### src/rtl/sync_fifo_pkg.sv
// rtl/sync_fifo_pkg.sv - pointer-width helper and parameter legality checks for sync_fifo_param
package sync_fifo_pkg;

  // Pointers carry one extra wrap bit so all DEPTH entries are usable.
  function automatic int ptr_w(input int depth);
    return $clog2(depth) + 1;
  endfunction

  function automatic bit is_pow2(input int value);
    return (value > 0) && ((value & (value - 1)) == 0);
  endfunction

  function automatic bit params_ok(input int depth, input int ae_level, input int af_level);
    return (depth >= 2) && is_pow2(depth) && (ae_level < af_level) && (af_level <= depth);
  endfunction

endpackage

### src/rtl/fifo_mem.sv
// rtl/fifo_mem.sv - simple dual-port RAM, synchronous write, registered read with enable
module fifo_mem #(
  parameter int DATA_W = 8,
  parameter int DEPTH  = 16,
  parameter int AW     = 4
) (
  input  logic              clk,
  input  logic              rst,
  input  logic              we,
  input  logic [AW-1:0]     waddr,
  input  logic [DATA_W-1:0] wdata,
  input  logic              re,
  input  logic [AW-1:0]     raddr,
  output logic [DATA_W-1:0] rdata
);

  logic [DATA_W-1:0] mem_q [DEPTH];
  logic [DATA_W-1:0] rdata_d, rdata_q;

  always_ff @(posedge clk) begin
    if (we) begin
      mem_q[waddr] <= wdata;
    end
  end

  always_comb begin
    rdata_d = rdata_q;
    if (re) begin
      rdata_d = mem_q[raddr];
    end
  end

  // Only the output register is reset; the array keeps whatever it held.
  always_ff @(posedge clk or posedge rst) begin
    if (rst) begin
      rdata_q <= '0;
    end else begin
      rdata_q <= rdata_d;
    end
  end

  assign rdata = rdata_q;

endmodule

### src/rtl/sync_fifo_param.sv
// rtl/sync_fifo_param.sv - parametrised single-clock FIFO; SYNC_FIFO_ERR_EN adds sticky overflow/underflow
module sync_fifo_param
  import sync_fifo_pkg::*;
#(
  parameter int  DATA_W   = 8,
  parameter int  DEPTH    = 16,
  parameter int  AF_LEVEL = DEPTH - 2,
  parameter int  AE_LEVEL = 2,
  localparam int AW       = ptr_w(DEPTH) - 1
) (
  input  logic              clk,
  input  logic              rst,
  input  logic              wr_en,
  input  logic [DATA_W-1:0] wr_data,
  input  logic              rd_en,
  output logic [DATA_W-1:0] rd_data,
  output logic              rd_valid,
  output logic              full,
  output logic              empty,
  output logic              almost_full,
  output logic              almost_empty,
  output logic [AW:0]       count
`ifdef SYNC_FIFO_ERR_EN
  ,
  input  logic              err_clr,
  output logic              overflow,
  output logic              underflow
`endif
);

  localparam logic [AW:0] AF_L = (AW+1)'(AF_LEVEL);
  localparam logic [AW:0] AE_L = (AW+1)'(AE_LEVEL);

  if (!params_ok(DEPTH, AE_LEVEL, AF_LEVEL)) begin : g_param_err
    $error("sync_fifo_param: illegal DEPTH/AE_LEVEL/AF_LEVEL combination");
  end

  logic [AW:0] wptr_d, wptr_q;
  logic [AW:0] rptr_d, rptr_q;
  logic        rd_valid_d, rd_valid_q;
  logic        wr_acc, rd_acc;

  assign empty        = (wptr_q == rptr_q);
  assign full         = (wptr_q[AW] != rptr_q[AW]) && (wptr_q[AW-1:0] == rptr_q[AW-1:0]);
  assign count        = wptr_q - rptr_q;
  assign almost_full  = (count >= AF_L);
  assign almost_empty = (count <= AE_L);

  // Flags come from registered pointers, so full blocks a same-cycle write
  // and empty blocks a same-cycle read: no pass-through, no bypass.
  assign wr_acc = wr_en && !full;
  assign rd_acc = rd_en && !empty;

  always_comb begin
    wptr_d     = wptr_q;
    rptr_d     = rptr_q;
    rd_valid_d = rd_acc;
    if (wr_acc) begin
      wptr_d = wptr_q + 1'b1;
    end
    if (rd_acc) begin
      rptr_d = rptr_q + 1'b1;
    end
  end

  always_ff @(posedge clk or posedge rst) begin
    if (rst) begin
      wptr_q     <= '0;
      rptr_q     <= '0;
      rd_valid_q <= 1'b0;
    end else begin
      wptr_q     <= wptr_d;
      rptr_q     <= rptr_d;
      rd_valid_q <= rd_valid_d;
    end
  end

  assign rd_valid = rd_valid_q;

  fifo_mem #(
    .DATA_W (DATA_W),
    .DEPTH  (DEPTH),
    .AW     (AW)
  ) u_mem (
    .clk   (clk),
    .rst   (rst),
    .we    (wr_acc),
    .waddr (wptr_q[AW-1:0]),
    .wdata (wr_data),
    .re    (rd_acc),
    .raddr (rptr_q[AW-1:0]),
    .rdata (rd_data)
  );

`ifdef SYNC_FIFO_ERR_EN
  logic overflow_d, overflow_q;
  logic underflow_d, underflow_q;

  // A new error in the same cycle as err_clr wins, so no event is lost.
  always_comb begin
    overflow_d  = (overflow_q  && !err_clr) || (wr_en && full);
    underflow_d = (underflow_q && !err_clr) || (rd_en && empty);
  end

  always_ff @(posedge clk or posedge rst) begin
    if (rst) begin
      overflow_q  <= 1'b0;
      underflow_q <= 1'b0;
    end else begin
      overflow_q  <= overflow_d;
      underflow_q <= underflow_d;
    end
  end

  assign overflow  = overflow_q;
  assign underflow = underflow_q;
`endif

endmodule

### config.mk
export PLATFORM = sky130hd
export DESIGN_NAME = sync_fifo_param
export DESIGN_NICKNAME = d
export VERILOG_FILES = /design/src/rtl/sync_fifo_pkg.sv /design/src/rtl/fifo_mem.sv /design/src/rtl/sync_fifo_param.sv
export SDC_FILE = /design/constraint.sdc
export NUM_CORES = 1
export LEC_CHECK = 0
export BUFFER_PORTS_ARGS = -buffer_cell sky130_fd_sc_hd__buf_2
export CAP_MARGIN = 10
export CELL_PAD_IN_SITES_DETAIL_PLACEMENT = 0
export CELL_PAD_IN_SITES_GLOBAL_PLACEMENT = 1
export CORE_ASPECT_RATIO = 0.6
export CORE_MARGIN = 2
export CORE_UTILIZATION = 40
export CTS_CLUSTER_DIAMETER = 100
export DETAILED_ROUTE_END_ITERATION = 12
export PLACE_DENSITY_LB_ADDON = 0.1
export REMOVE_ABC_BUFFERS = 1
export SYNTH_ARGS = -nofsm -noshare
export SYNTH_HDL_FRONTEND = slang
export SYNTH_SLANG_ARGS = --single-unit
### constraint.sdc
create_clock -name clk -period 6.4 [get_ports clk]
set_input_delay 0.96 -clock clk [delete_from_list [all_inputs] [get_ports clk]]
set_output_delay 0.96 -clock clk [all_outputs]
set_load 0.01 [all_outputs]
==> impl_metrics.csv <==
group,metric,value,unit
die,num_io_pins,30,
pwr,switchingPower,1.14,mW
finish,multi_input_area,1500,sq um
global_routing,antenna_found_initial,0,
cts,tritoncts,"built",
logic_synthesis,yosys.area.top_type,"edfxtp_1",
logic_synthesis,synth_warnings,0,
job,cap_violations,0,
finish,drive_above_1_share,17.9,%
logic_synthesis,ys_ff_latch,147,
sta,fin_ws,2.69,ns
die,fp-row-count,34,
cts,cts_root_buffer,"clkbuf_16",
sta,worst_pin_slew,1.12,ns
setup_path,path_max_fanout,30,
global_routing,grt_pass1_vias,3093,
cts,path_clk_slew,0.06,ns
sta,finalCriticalPeriod,3.71,ns
cts,clock_sinks,147,
die,start_util,41.2,%
logic_synthesis,synthTopCellsByArea,"edfxtp_1 64%, mux2i_1 8.0%, dfrtp_1 7.9%",
finish,nets,417,
sta,finalCritPeriodShare,58.0,%
logic_synthesis,synthCells,362,
global_routing,grt_pass1_wl,19800,um
cts,cts.repair.resized,0,
die,die_w,162,um
sta,setup_tns,0,ns
sta,max_freq,269,MHz
cts,clock_latency,0.41,ns
pwr,switching_share,33.2,%
sta,grt_setup_unrepaired,"false",
setup_path,worst_setup_path_start_kind,"register",
route,post_drt_wl_per_cell,21.8,um
pwr,pwr-share-comb,32.4,%
setup_path,end_kind,"primary output",
sta,finalSetupViolations,0,
pwr,p_leak,2.46,nW
placed_design,port_buffers,29,
global_routing,grt_overflow_total,0,
route,vias_per_cell,5.08,
finish,num_antenna_cells,0,
setup_path,crit_required,5.44,ns
cts,cts_hold_buf,0,
logic_synthesis,synth-edff-count,128,
route,ant_nets,0,
setup_path,crit_slowest_cell,"buf_4",
finish,ff_latch_area,4320,sq um
logic_synthesis,synth_commonest_cells,"128 x edfxtp_1, 48 x mux2i_1, 29 x nor2_1",
pwr,seq_power_share,37.3,%
route,first_iter_violations,224,
route,vias,3079,
route,dr.pass1.iters,5,
cts,clk_path_buf_depth,2,
logic_synthesis,netlist_area,6010,sq um
route,drcViolationCount,0,
placed_design,dp_slack,3.09,ns
outcome,outcome,"finished, final reports clean",
setup_path,slowest_delay,0.43,ns
hold_path,hold_class,"reg2reg",
setup_path,crit_chain,"buf_4 > inv_1 > ha_1 > nor2b_1 > o21a_1 > or3_1 > a211oi_1 > buf_2",
sta,finalClockSkew,0.0130,ns
pwr,internal_power,2.29,mW
setup_path,crit_type,"reg2out",
sta,max_slew_margin,24.8,%
finish,fin_util,47.3,%
setup_path,cp.arrival,2.75,ns
pwr,power.share.clock,30.4,%
sta,hold_viol,0,
logic_synthesis,syn_area_per_cell,16.6,sq um
sta,drv_slew,0,
placed_design,gp_congestion,0.754,
placed_design,dp_hpwl,8470,um
pwr,powerDensity,496,nW/um^2
global_routing,grt_usage,17.6,%
cts,htreeDepth,4,
logic_synthesis,ys.flop_type,"edfxtp_1",
die,fp.dieH,99.0,um
finish,areaGrowthSynthToFinish,14.9,%
logic_synthesis,async_flop_share,12.9,%
cts,postCtsSetupBuffers,0,
finish,fillers,1241,
die,die_area,16100,sq um
die,coreArea,14600,sq um
route,wl,13200,um
logic_synthesis,synth_top_area_share,63.9,%
pwr,ir_drop,183,uV
global_routing,grt_start_max_net_pins,33,
logic_synthesis,yosysSeqAreaShare,71.9,%
cts,cts_buffers,17,
logic_synthesis,yosysMostFrequentCell,"edfxtp_1",
logic_synthesis,ys_types,39,
==> stage by stage <==
stage	instances	power [mW]	hold WS, ns	area [sq um]
detailed placement	574	2.42	0.525	6280
floorplan	342	2.03	0.502	5850
finish	606	3.43	0.536	6910
CTS	606	3.47	0.536	6910
global placement	574	2.41	0.516	6280
global route	606	3.62	0.575	6910
==> worst max-delay path, delay by kind of cell, from the launching register on <==
| kind | cells | cell delay (ns) |
|---|---|---|
| adders and majority gates | 1 | 0.35 |
| buffers and inverters | 3 | 0.79 |
| DFF | 1 | 0.32 |
| and+or+nand+nor | 2 | 0.49 |
| AOI/OAI and AO/OA | 2 | 0.39 |
==> power groups by stage <==
stage / Clock (mW) / Combinational [mW] / Sequential, mW
4_1_cts: 1.06 / 1.13 / 1.28
3_5_place_dp: 0 / 1.13 / 1.30
5_1_grt: 1.10 / 1.22 / 1.29
3_3_place_gp: 0 / 1.12 / 1.29
2_1_floorplan: 0 / 0.652 / 1.37
6_report: 1.04 / 1.11 / 1.28
==> final timing paths <==
check / start / to / slack [ns] / cells after the start
max: rptr_q[1] / almost_empty / 2.69 / 8
min: wptr_q[4] / wptr_q[4] / 0.54 / 1
max reg2reg: rptr_q[1] / u_mem.mem_q[0][6] / 3.13 / 7
min reg2reg: wptr_q[4] / wptr_q[4] / 0.54 / 1
max in group asynchronous: rst / u_mem.rdata[0] / 5.14 / 2
min in group asynchronous: rst / rd_valid / 0.72 / 2
==> flip-flops by register name, indices dropped and copies added (netlist names) <==
name         cells
u_mem.rdata      8
u_mem.mem_q    128
rd_valid         1
wptr_q           5
rptr_q           5
==> layout make-up <==
class,instances,share of cell area (%)
clock buffer,20,6.32
clock inverter,12,2.66
inverter,9,0.489
multi-input combinational,186,21.7
sequential,147,62.5
tap,198,3.59
timing repair buffer,34,2.65
==> layout by cell type, fill, tap and decap left out, drive strengths merged, types with 2 or more instances in the layout <==
cell type  netlist  layout
clkinv           0       5
nand3            2       2
mux2i           48      48
xnor2            9       9
xor2             3       3
clkbuf           3      20
o21a             3       3
and2             2       2
nand4            4       4
inv              9      10
clkinvlp         0       2
bufinv           0       4
buf             17      34
nor2            29      29
a31oi            8       8
nand3b           2       2
ha               9       9
o22ai           16      16
nand2b           2       2
nand2            8       8
a21o             2       2
dfrtp           19      19
nor2b            2       2
mux4             8       8
o21ai           11      11
a221oi           8       8
edfxtp         128     128
nor3             4       4
==> cell families after synthesis <==
family          Yosys count  synth area share (%)
buf+inv                  29                  3.16
fa+ha+maj                10                  2.21
flops                   147                  71.9
compound gates           51                  5.58
mux                      56                  11.0
xor+xnor                 12                  1.75
simple gates             57                  4.45
==> metal layers <==
layer  share of wire, %  vias to the layer above  global-route usage [%]
li1                   -                     1465                       -
met1                 50                     1525                    28.3
met2                 43                       85                    23.9
met3                6.6                        4                    3.79
met4               0.39                        0                    4.90
met5                  0                        -                       0
(Power assumes the default switching activity.)
